===== src/rtl/riscv_ctrl_pkg.sv =====
// Shared definitions for the multi-cycle RV32I control path: opcode
// constants, the controller state set, and the datapath mux encodings
// that the controller drives and the datapath decodes.
package riscv_ctrl_pkg;

    // RV32I major opcodes (instruction bits [6:0])
    localparam logic [6:0] OP_LOAD   = 7'b0000011;
    localparam logic [6:0] OP_STORE  = 7'b0100011;
    localparam logic [6:0] OP_RTYPE  = 7'b0110011;
    localparam logic [6:0] OP_ITYPE  = 7'b0010011;
    localparam logic [6:0] OP_AUIPC  = 7'b0010111;
    localparam logic [6:0] OP_BRANCH = 7'b1100011;
    localparam logic [6:0] OP_JAL    = 7'b1101111;
    localparam logic [6:0] OP_JALR   = 7'b1100111;
    localparam logic [6:0] OP_LUI    = 7'b0110111;

    // pc_src: next-PC source select
    localparam logic [1:0] PC_SRC_ALU    = 2'b00;  // PC + 4 from the ALU
    localparam logic [1:0] PC_SRC_TARGET = 2'b01;  // old_pc + imm adder
    localparam logic [1:0] PC_SRC_JALR   = 2'b10;  // ALU result, bit 0 cleared

    // alu_src_a: ALU operand A select
    localparam logic ALU_A_RS1 = 1'b0;
    localparam logic ALU_A_PC  = 1'b1;

    // alu_src_b: ALU operand B select
    localparam logic [1:0] ALU_B_RS2  = 2'b00;
    localparam logic [1:0] ALU_B_IMM  = 2'b01;
    localparam logic [1:0] ALU_B_FOUR = 2'b10;

    // alu_op: ALU operation class handed to the ALU decoder
    localparam logic [1:0] ALU_OP_ADD    = 2'b00;
    localparam logic [1:0] ALU_OP_BRANCH = 2'b01;
    localparam logic [1:0] ALU_OP_RTYPE  = 2'b10;
    localparam logic [1:0] ALU_OP_ITYPE  = 2'b11;

    // wb_sel: register-file write-back source select
    localparam logic [1:0] WB_ALU_OUT = 2'b00;
    localparam logic [1:0] WB_MDR     = 2'b01;
    localparam logic [1:0] WB_PC4     = 2'b10;
    localparam logic [1:0] WB_IMM     = 2'b11;

    // Controller states
    typedef enum logic [3:0] {
        S_START    = 4'd0,
        S_FETCH    = 4'd1,
        S_DECODE   = 4'd2,
        S_MEM_ADDR = 4'd3,
        S_MEM_RD   = 4'd4,
        S_MEM_WB   = 4'd5,
        S_MEM_WR   = 4'd6,
        S_EXEC_R   = 4'd7,
        S_EXEC_I   = 4'd8,
        S_AUIPC    = 4'd9,
        S_ALU_WB   = 4'd10,
        S_BRANCH   = 4'd11,
        S_JAL      = 4'd12,
        S_JALR     = 4'd13,
        S_LUI      = 4'd14
    } state_t;

    // Full per-state control word; every field defaults to 0
    typedef struct packed {
        logic       mem_req;
        logic       mem_we;
        logic       i_or_d;
        logic       ir_write;
        logic       pc_write;
        logic       pc_write_cond;
        logic [1:0] pc_src;
        logic       alu_src_a;
        logic [1:0] alu_src_b;
        logic [1:0] alu_op;
        logic       reg_write;
        logic [1:0] wb_sel;
        logic       illegal;
        logic       instr_done;
    } ctrl_word_t;

    // True for a store; used to split the shared address-calculation state
    function automatic logic is_store(input logic [6:0] op);
        return (op == OP_STORE);
    endfunction

endpackage


===== src/rtl/multicycle_ctrl_opclass.sv =====
// Combinational opcode classifier: maps the IR opcode to the state that
// follows DECODE, flags unknown opcodes, and picks the memory direction
// after the shared address-calculation state.
module ctrl_opclass
    import riscv_ctrl_pkg::*;
(
    input  logic [6:0] opcode,
    output state_t     decode_next,
    output logic       decode_illegal,
    output state_t     mem_next
);

    // Opcode to post-DECODE state; unknown opcodes retire as a NOP
    always_comb begin
        decode_next    = S_FETCH;
        decode_illegal = 1'b0;
        case (opcode)
            OP_LOAD,
            OP_STORE:  decode_next = S_MEM_ADDR;
            OP_RTYPE:  decode_next = S_EXEC_R;
            OP_ITYPE:  decode_next = S_EXEC_I;
            OP_AUIPC:  decode_next = S_AUIPC;
            OP_BRANCH: decode_next = S_BRANCH;
            OP_JAL:    decode_next = S_JAL;
            OP_JALR:   decode_next = S_JALR;
            OP_LUI:    decode_next = S_LUI;
            default: begin
                decode_next    = S_FETCH;
                decode_illegal = 1'b1;
            end
        endcase
    end

    // Only loads and stores reach MEM_ADDR, so anything but a store reads
    always_comb begin
        mem_next = is_store(opcode) ? S_MEM_WR : S_MEM_RD;
    end

endmodule


===== src/rtl/multicycle_ctrl.sv =====
// Multi-cycle main control FSM for the RV32I core. Holds the state
// register and decodes a control word per state for the shared ALU,
// unified memory port and register file. Memory states wait on mem_ready.
module multicycle_ctrl
    import riscv_ctrl_pkg::*;
(
    input  logic       clk,
    input  logic       reset,
    input  logic [6:0] opcode,
    input  logic       mem_ready,
    output logic       mem_req,
    output logic       mem_we,
    output logic       i_or_d,
    output logic       ir_write,
    output logic       pc_write,
    output logic       pc_write_cond,
    output logic [1:0] pc_src,
    output logic       alu_src_a,
    output logic [1:0] alu_src_b,
    output logic [1:0] alu_op,
    output logic       reg_write,
    output logic [1:0] wb_sel,
    output logic       illegal,
    output logic       instr_done
);

    state_t     state_reg;
    state_t     state_next;
    state_t     decode_next;
    state_t     mem_next;
    logic       decode_illegal;
    ctrl_word_t cw;

    ctrl_opclass u_opclass (
        .opcode         (opcode),
        .decode_next    (decode_next),
        .decode_illegal (decode_illegal),
        .mem_next       (mem_next)
    );

    // State register; reset forces START immediately so a pending
    // mem_req/mem_we drops without waiting for a clock edge
    always_ff @(posedge clk or posedge reset) begin
        if (reset) begin
            state_reg <= S_START;
        end else begin
            state_reg <= state_next;
        end
    end

    // Next-state selection; memory states hold until mem_ready
    always_comb begin
        state_next = state_reg;
        case (state_reg)
            S_START:    state_next = S_FETCH;
            S_FETCH:    state_next = mem_ready ? S_DECODE : S_FETCH;
            S_DECODE:   state_next = decode_next;
            S_MEM_ADDR: state_next = mem_next;
            S_MEM_RD:   state_next = mem_ready ? S_MEM_WB : S_MEM_RD;
            S_MEM_WB:   state_next = S_FETCH;
            S_MEM_WR:   state_next = mem_ready ? S_FETCH : S_MEM_WR;
            S_EXEC_R,
            S_EXEC_I,
            S_AUIPC:    state_next = S_ALU_WB;
            S_ALU_WB,
            S_BRANCH,
            S_JAL,
            S_JALR,
            S_LUI:      state_next = S_FETCH;
            default:    state_next = S_START;
        endcase
    end

    // Per-state control word; fields not set in a state stay 0
    always_comb begin
        cw = '0;
        case (state_reg)
            S_FETCH: begin
                // PC+4 is computed while the instruction is read; IR and PC
                // are only loaded on the cycle the memory answers
                cw.mem_req   = 1'b1;
                cw.i_or_d    = 1'b0;
                cw.alu_src_a = ALU_A_PC;
                cw.alu_src_b = ALU_B_FOUR;
                cw.alu_op    = ALU_OP_ADD;
                cw.pc_src    = PC_SRC_ALU;
                cw.ir_write  = mem_ready;
                cw.pc_write  = mem_ready;
            end
            S_DECODE: begin
                cw.illegal    = decode_illegal;
                cw.instr_done = decode_illegal;
            end
            S_MEM_ADDR: begin
                cw.alu_src_a = ALU_A_RS1;
                cw.alu_src_b = ALU_B_IMM;
                cw.alu_op    = ALU_OP_ADD;
            end
            S_MEM_RD: begin
                cw.mem_req = 1'b1;
                cw.i_or_d  = 1'b1;
            end
            S_MEM_WB: begin
                cw.reg_write  = 1'b1;
                cw.wb_sel     = WB_MDR;
                cw.instr_done = 1'b1;
            end
            S_MEM_WR: begin
                // The store retires on the edge that accepts it
                cw.mem_req    = 1'b1;
                cw.mem_we     = 1'b1;
                cw.i_or_d     = 1'b1;
                cw.instr_done = mem_ready;
            end
            S_EXEC_R: begin
                cw.alu_src_a = ALU_A_RS1;
                cw.alu_src_b = ALU_B_RS2;
                cw.alu_op    = ALU_OP_RTYPE;
            end
            S_EXEC_I: begin
                cw.alu_src_a = ALU_A_RS1;
                cw.alu_src_b = ALU_B_IMM;
                cw.alu_op    = ALU_OP_ITYPE;
            end
            S_AUIPC: begin
                cw.alu_src_a = ALU_A_PC;
                cw.alu_src_b = ALU_B_IMM;
                cw.alu_op    = ALU_OP_ADD;
            end
            S_ALU_WB: begin
                cw.reg_write  = 1'b1;
                cw.wb_sel     = WB_ALU_OUT;
                cw.instr_done = 1'b1;
            end
            S_BRANCH: begin
                cw.alu_src_a     = ALU_A_RS1;
                cw.alu_src_b     = ALU_B_RS2;
                cw.alu_op        = ALU_OP_BRANCH;
                cw.pc_write_cond = 1'b1;
                cw.pc_src        = PC_SRC_TARGET;
                cw.instr_done    = 1'b1;
            end
            S_JAL: begin
                cw.pc_write   = 1'b1;
                cw.pc_src     = PC_SRC_TARGET;
                cw.reg_write  = 1'b1;
                cw.wb_sel     = WB_PC4;
                cw.instr_done = 1'b1;
            end
            S_JALR: begin
                cw.alu_src_a  = ALU_A_RS1;
                cw.alu_src_b  = ALU_B_IMM;
                cw.alu_op     = ALU_OP_ADD;
                cw.pc_write   = 1'b1;
                cw.pc_src     = PC_SRC_JALR;
                cw.reg_write  = 1'b1;
                cw.wb_sel     = WB_PC4;
                cw.instr_done = 1'b1;
            end
            S_LUI: begin
                cw.reg_write  = 1'b1;
                cw.wb_sel     = WB_IMM;
                cw.instr_done = 1'b1;
            end
            default: begin
                cw = '0;
            end
        endcase
    end

    assign mem_req       = cw.mem_req;
    assign mem_we        = cw.mem_we;
    assign i_or_d        = cw.i_or_d;
    assign ir_write      = cw.ir_write;
    assign pc_write      = cw.pc_write;
    assign pc_write_cond = cw.pc_write_cond;
    assign pc_src        = cw.pc_src;
    assign alu_src_a     = cw.alu_src_a;
    assign alu_src_b     = cw.alu_src_b;
    assign alu_op        = cw.alu_op;
    assign reg_write     = cw.reg_write;
    assign wb_sel        = cw.wb_sel;
    assign illegal       = cw.illegal;
    assign instr_done    = cw.instr_done;

endmodule


===== config.mk =====
export PLATFORM = sky130hd
export DESIGN_NAME = multicycle_ctrl
export DESIGN_NICKNAME = d
export VERILOG_FILES = /design/src/rtl/riscv_ctrl_pkg.sv /design/src/rtl/multicycle_ctrl_opclass.sv /design/src/rtl/multicycle_ctrl.sv
export SDC_FILE = /design/constraint.sdc
export NUM_CORES = 1
export LEC_CHECK = 0
export BUFFER_PORTS_ARGS = -buffer_cell sky130_fd_sc_hd__buf_2
export CORE_UTILIZATION = 48
export CTS_BUF_LIST = sky130_fd_sc_hd__clkbuf_2 sky130_fd_sc_hd__clkbuf_4 sky130_fd_sc_hd__clkbuf_8
export DETAILED_ROUTE_END_ITERATION = 7
export PLACE_DENSITY = 0.81
export RECOVER_POWER = 50
export SLEW_MARGIN = 5
export SYNTH_ARGS = -nofsm -noshare
export SYNTH_HDL_FRONTEND = slang
export SYNTH_SLANG_ARGS = --single-unit

===== constraint.sdc =====
create_clock -name clk -period 1.75 [get_ports clk]
set_input_delay 0.2625 -clock clk [delete_from_list [all_inputs] [get_ports clk]]
set_output_delay 0.2625 -clock clk [all_outputs]
set_load 0.005 [all_outputs]

After elaboration in Yosys (flattened, before gate mapping)

Index checks and enable logic that the tools add are counted.

Equal/unequal tests: 23
Muxes and demuxes: 18
Reductions and logical operators: 11

Operators by type and width:

| cell               | count |
|---|---|
| $pmux 4 s8         | 1 |
| $pmux 5 s6         | 1 |
| $eq 4x4->1 const B | 7 |
| $pmux 4 s7         | 1 |
| $eq 7x6->1 const B | 3 |
| $eq 7x7->1 const B | 3 |
| $eq 4x3->1 const B | 4 |
| $eq 7x5->1 const B | 2 |
| $pmux 3 s4         | 1 |
| $reduce_or 2->1    | 5 |
| $reduce_or 9->1    | 1 |
| $eq 4x2->1 const B | 2 |
| $mux 1             | 8 |
| $eq 7x2->1 const B | 1 |
| $reduce_or 7->1    | 1 |
| $reduce_or 3->1    | 2 |
| $reduce_or 6->1    | 1 |
| $eq 4x1->1 const B | 1 |
| $logic_not 4->1    | 1 |
| $mux 2             | 2 |
| $pmux 2 s2         | 1 |
| $mux 3             | 1 |
| $pmux 1 s3         | 1 |
| $pmux 1 s2         | 1 |

Flip-flop bits (word level): 4
Input bits: 10
Output and inout bits: 18

Depth between registers and ports, before layout

Gate-level depths: netlist of run 1.

Depth in word-level cells: 4
Gate-level depth with buffers: 5
Gate-level depth less buffers: 4

Modules after synthesis

Synthesis of run 1 repeated with hierarchy kept, for this count alone.

Cell total of the unflattened synthesis: 110
Area, all modules: 721.9 sq um

Modules (own cells, without submodules):

| module          | instances | cells an instance | area each (sq um) | seq. area each (sq um) |
|---|---|---|---|---|
| multicycle_ctrl | 1         | 79                | 538.0             | 100.1 |
| ctrl_opclass    | 1         | 31                | 183.9             | 0.0 |

Worst setup path after synthesis of run 1

Ideal clock, no wire load.

Path kind: reg2out
Start point: register state_reg[0]
End point: output instr_done
Arrival time: 1.077 ns
Slack: 0.411 ns
Cell stages (with the launch flop): 6
Cells stage by stage: dfrtp_1 buf_2 nor2b_1 and2_1 o21ai_1 o22ai_1

Longest elaborated chain between the ends: 3

RTL lines:

| element                                  | line                  | source |
|---|---|---|
| start: declaration                       | multicycle_ctrl.sv:27 | `state_t state_reg;` |
| start signal: assignment                 | multicycle_ctrl.sv:47 | `state_reg <= state_next;` |
| $eq 4x4->1 or $eq 4x3->1 (tied branches) | multicycle_ctrl.sv:77 | `case (state_reg)` |
| $reduce_or 6->1 (no source line)         | --                    |  |
| $pmux 1 s3 (*)                           | multicycle_ctrl.sv:77 |  |
| end: declaration                         | multicycle_ctrl.sv:24 | `output logic instr_done` |

Mark *: on every way between the ends. The rest lies on a longest branch, timed or not.

Worst setup path after layout of run 1

Start point: register state_reg[3]
End point: output instr_done

Same word-level chain as after synthesis.

==> results of run 1 <==
==> metal layers <==
layer | track usage (%) | vias to the layer above | routed length (um)
met2 | 37.7 | 40 | 804
met3 | 6.98 | 2 | 153
met4 | 8.04 | 0 | 14
li1 | - | 408 | -
met5 | 0 | - | 0
met1 | 37.5 | 363 | 757
==> repair_timing <==
action | CTS | global route
hold buffers | 1 | 0
setup endpoints to repair | 1 | 2
hold endpoints to repair | 4 | 0
buffers inserted | 0 | 3
gates resized for setup | 1 | 5
==> synth_stat cells, types with 2 or more instances <==
master	instances
a21oi_1	11
o22ai_1	2
o31ai_1	4
nand3b_1	5
nor3_1	3
nand2b_1	5
nor2b_1	4
o21ai_1	4
and2_1	3
nor4_1	2
dfrtp_1	4
a21oi_2	2
nor2_1	11
nand2_1	5
nor3b_1	2
buf_2	4
nand3_1	5
==> kinds of logic after synthesis <==
group | Yosys count | synth area share [%]
AO/OA/AOI/OAI | 29 | 29.9
AND/OR/NAND/NOR | 51 | 46.2
buffers and inverters | 9 | 7.97
flip-flops | 4 | 15.9
==> worst max-delay path by stage <==
stage	slack, ns	end	from	cells past startpoint
finish	0.08	instr_done	state_reg[3]	5
CTS	0.01	instr_done	state_reg[3]	5
global placement	0.19	instr_done	opcode[4]	5
global route	-0.003	mem_req	state_reg[1]	5
detailed placement	0.12	instr_done	opcode[4]	5
floorplan	0.41	instr_done	state_reg[0]	5
==> power by group through the flow <==
stage	sequential [mW]	combinational [mW]	clock [mW]
global route	0.213	0.906	0.122
global placement	0.202	0.725	0
detailed placement	0.207	0.738	0
floorplan	0.152	0.557	0
CTS	0.207	0.741	0.117
finish	0.206	0.804	0.112
==> per-stage QoR <==
step                       TNS, ns  hold WS (ns)
after floorplan                  0        0.0286
after global placement           0         0.141
after detailed placement         0         0.146
after CTS                        0         0.288
after global routing      -0.00256         0.296
final                            0         0.293
==> final cells by class <==
cell class / instances / share of cell area, %
Tap cell: 14 / 2.09
Inverter: 2 / 0.897
Timing Repair Buffer: 35 / 23.8
Sequential cell: 4 / 12.3
Multi-Input combinational cell: 80 / 58.3
Clock buffer: 3 / 2.69
==> flow_summary.json, run 1 <==
{
  "status": "finished, final reports clean",
  "dp_cells": 131,
  "vias": 813,
  "cts_tree": "yes",
  "fin_nets": 136,
  "clk_pin_slew_ns": 0.04,
  "maxSlewHeadroom_pct": 69.7,
  "whs_path_depth": 2,
  "pwr-share-clk_pct": 10.0,
  "pre_cts_ws_ns": 0.121,
  "max-cap-violations": 0,
  "synth_cell_types": 34,
  "worstSkewPairLatency_ns": 0.23,
  "p_leak_nw": 0.378,
  "multi_input_area_sq_um": 488,
  "start_kind": "flip-flop",
  "crit_path_max_incr_delay_ns": 0.49,
  "mostFrequentLayoutCell": "buf_2",
  "placed_area_sq_um": 768,
  "avgSynthCellArea_sq_um": 6.75,
  "worstPathRequired_ns": 1.49,
  "r2r-start": "state_reg[0]",
  "vias_per_cell": 5.89,
  "n_antenna_cell": 0,
  "synth-edff-count": 0,
  "crit_family": "flip-flops",
  "drive_above_1_share_pct": 36.3,
  "p_seq_share_pct": 18.4,
  "setup_ws_ns": 0.0793,
  "grt_pass1_vias": 607,
  "yosysTopAreaCell": "dfrtp_1",
  "root_buffer": "clkbuf_4",
  "wl_per_cell_um": 12.5,
  "final_antenna_net_count": 0,
  "wirelength_mm": 1.73,
  "hold_class": "in2reg",
  "tightest_slew_ns": 0.453,
  "p_int_mw": 0.592,
  "yosys_warnings": 0,
  "power.total_mw": 1.12,
  "crit_slowest_cell": "dfrtp_2",
  "die_y_um": 38.2,
  "reg2reg_slack_ns": 0.34,
  "fp.dieW_um": 38.2,
  "fin_crit_ns": 1.67,
  "dp_hpwl_mm": 1.23,
  "critPathKind": "reg2out",
  "syn_area_sq_um": 628,
  "cts_sinks": 4,
  "path_buf_inv": 1,
  "swShare_pct": 47.3,
  "io_buffers": 27,
  "core_sq_mm": 0.00116,
  "start_util_pct": 54.3,
  "pwr_density_cell_mw_per_mm2": 1340,
  "stdcell_count": 138,
  "antenna_found_initial": 0,
  "dieArea_sq_mm": 0.00146,
  "drc_errors": 0,
  "path_cells": "nor2_1, and2_4, o21ai_1, o22ai_1, buf_2",
  "syn_nets": 103,
  "cp-end-kind": "output pin",
  "register_area_sq_um": 103,
  "cts_max_path_buffers": 2,
  "min_from": "opcode[3]",
  "netlist_instances": 93,
  "drt_first_pass_iters": 4,
  "reg2reg_depth": 5,
  "fmax_ghz": 0.599,
  "worstPathArrival_ns": 1.41,
  "setup_violations": 0,
  "final_area_sq_um": 837,
  "overflow": 0,
  "vdd_drop_max_mv": 0.582,
  "areaGrowthSynthToFinish_pct": 33.3,
  "yosys-top-cells-area": "dfrtp_1 (16%), a21oi_1 (8.8%), nor2_1 (6.6%), nand3b_1 (6.0%), nand2b_1 (5.0%)",
  "synthArstFlopShare_pct": 100,
  "power.switching_mw": 0.531,
  "netlist.area_leader.share_pct": 15.9,
  "largest_reg_flops": 4,
  "postLayoutCoreUtil_pct": 72.4,
  "cp_max_fo": 12,
  "grt_max_degree": 24,
  "ios": 28,
  "min_to": "state_reg[1]",
  "hold_violations": 0,
  "grtUsageTotal_pct": 26.2,
  "slew_violations": 0,
  "comb_power_share_pct": 71.6,
  "yosysSeqAreaShare_pct": 15.9,
  "synth_flop_cell": "dfrtp_1",
  "htree_num_levels": 1,
  "fill_cells": 108,
  "grt_first_pass_wirelength_mm": 2.70,
  "row_count": 12,
  "timing.rr.end": "state_reg[1]",
  "fin_skew_ns": 0.00709,
  "synth_seq_cells": 4,
  "place_congestion": 0.816,
  "drtIter0Drc": 31,
  "cts_buffers": 3,
  "fin_crit_sh_pct": 95.5,
  "final_cell_mix": "buf_2 (24), nor2_1 (11), a21oi_1 (11)"
}
(Power assumes the default switching activity.)
==> inputs of run 2 (changes only) <==
--- a/config.mk
+++ b/config.mk
@@ -10,7 +10,7 @@
 export CTS_BUF_LIST = sky130_fd_sc_hd__clkbuf_2 sky130_fd_sc_hd__clkbuf_4 sky130_fd_sc_hd__clkbuf_8
 export DETAILED_ROUTE_END_ITERATION = 7
 export PLACE_DENSITY = 0.81
-export RECOVER_POWER = 50
+export RECOVER_POWER = 100
 export SLEW_MARGIN = 5
 export SYNTH_ARGS = -nofsm -noshare
 export SYNTH_HDL_FRONTEND = slang
==> run 2 against run 1 <==
Non-clock buffer count is the same. Combinational power about the same. Largest cell class unchanged. Critical path depth unchanged. Highest routed layer unchanged.
==> flow_summary.json, run 2 (synthesized netlist as in run 1, its figures left out) <==
{
  "reg2reg_slack_ns": 0.33,
  "fin_crit_sh_pct": 95.2,
  "vias_per_cell": 5.91,
  "start_util_pct": 54.3,
  "crit_slowest_cell": "dfrtp_2",
  "finalSetupTns_ns": 0,
  "areaGrowthSynthToFinish_pct": 33.3,
  "clk_pin_slew_ns": 0.04,
  "grt_first_pass_wirelength_mm": 2.70,
  "status": "finished, final reports clean",
  "cp_max_fo": 12,
  "fp.dieW_um": 38.2,
  "mostFrequentLayoutCell": "buf_2",
  "hold_class": "in2reg",
  "setup_ws_ns": 0.0842,
  "overflow": 0,
  "cts_max_path_buffers": 2,
  "whs_path_depth": 2,
  "drive_above_1_share_pct": 36.3,
  "grtUsageTotal_pct": 26.2,
  "path_cells": "nor2_1, and2_4, o21ai_1, o22ai_1, buf_2",
  "r2r-start": "state_reg[0]",
  "drt_first_pass_iters": 5,
  "worstPathRequired_ns": 1.49,
  "fin_hold_ws_ns": 0.292,
  "min_to": "state_reg[1]",
  "crit_path_max_incr_delay_ns": 0.48,
  "final_antenna_net_count": 0,
  "pre_cts_ws_ns": 0.121,
  "row_count": 12,
  "htree_num_levels": 1,
  "maxSlewHeadroom_pct": 69.8,
  "p_leak_nw": 0.378,
  "dp_hpwl_mm": 1.23,
  "pwr_density_cell_mw_per_mm2": 1340,
  "die_y_um": 38.2,
  "timing.rr.end": "state_reg[1]",
  "grt_max_degree": 24,
  "fin_skew_ns": 0.00722,
  "worstSkewPairLatency_ns": 0.24,
  "wirelength_mm": 1.72,
  "worstPathArrival_ns": 1.40,
  "core_sq_mm": 0.00116,
  "wl_per_cell_um": 12.4,
  "vdd_drop_max_mv": 0.582,
  "n_antenna_cell": 0,
  "cts_tree": "yes",
  "antenna_found_initial": 0,
  "drtIter0Drc": 33,
  "critPathKind": "reg2out",
  "cp-end-kind": "output pin",
  "fin_nets": 136,
  "io_buffers": 27,
  "dieArea_sq_mm": 0.00146,
  "cts_sinks": 4,
  "slew_violations": 0,
  "min_from": "opcode[3]",
  "dp_cells": 131,
  "setup_violations": 0,
  "drc_errors": 0,
  "cts_buffers": 3,
  "ios": 28,
  "reg2reg_depth": 5,
  "place_congestion": 0.816,
  "grt_pass1_vias": 607,
  "fin_crit_ns": 1.67,
  "hold_violations": 0,
  "tightest_slew_ns": 0.452,
  "fill_cells": 108,
  "stdcell_count": 138,
  "postLayoutCoreUtil_pct": 72.4,
  "final_cell_mix": "buf_2 (24), nor2_1 (11), a21oi_1 (11)",
  "max-cap-violations": 0,
  "root_buffer": "clkbuf_4",
  "vias": 816,
  "start_kind": "flip-flop",
  "largest_reg_flops": 4,
  "fmax_ghz": 0.600
}
-- run 2: cell counts in the layout (fill, tap and decap cells not counted) --
Identical to the previous run, type by type.
-- run 2: stage by stage --
| stage | total power [mW] | cell area [sq um] |
|---|---|---|
| 2_1_floorplan | 0.709 | 628 |
| 3_3_place_gp | 0.926 | 768 |
| 3_5_place_dp | 0.945 | 768 |
| 4_1_cts | 1.07 | 802 |
| 5_1_grt | 1.24 | 837 |
| 6_report | 1.12 | 837 |
-- run 2: where the power goes --
part	leakage, nW	switching (mW)	internal [mW]
sequential	0.0477	0.0710	0.134
combinational	0.316	0.422	0.380
clock	0.0138	0.0365	0.0766
-- run 2: timing repair --
| item | 4_1_cts | 5_1_grt |
|---|---|---|
| resized for setup | 1 | 5 |
| hold endpoints to repair | 4 | 0 |
| hold buffers | 1 | 0 |
| buffers inserted | 0 | 3 |
| setup endpoints to repair | 1 | 2 |
-- run 2: worst max-delay path by stage --
stage          slack (ns)         start  depth (start not counted)    endpoint
2_1_floorplan        0.41  state_reg[0]                          5  instr_done
3_5_place_dp         0.12     opcode[4]                          5  instr_done
6_report             0.08  state_reg[3]                          5  instr_done
3_3_place_gp         0.19     opcode[4]                          5  instr_done
4_1_cts              0.01  state_reg[3]                          5  instr_done
5_1_grt            -0.001  state_reg[1]                          5     mem_req
-- run 2: routing by layer --
metal  global-route usage (%)  part of all wire [%]
met3                     6.98                   8.5
met4                     8.04                   1.5
met2                     37.7                    46
met1                     37.5                    44
met5                        0                     0
-- run 2: worst max-delay path, delay by kind of cell (launching register included) --
family / cells / cell delay [ns]
flops: 1 / 0.48
simple gates: 2 / 0.33
compound gates: 2 / 0.23
buf+inv: 1 / 0.13
-- run 2: cell type report --
class | instances | area, sq um | share of cell area (%)
multi-input cells | 80 | 488 | 58.3
repair buffers | 35 | 199 | 23.8
flip-flops and latches | 4 | 103 | 12.3
clock buffers | 3 | 22.5 | 2.69
well taps | 14 | 17.5 | 2.09
inverters | 2 | 7.51 | 0.897
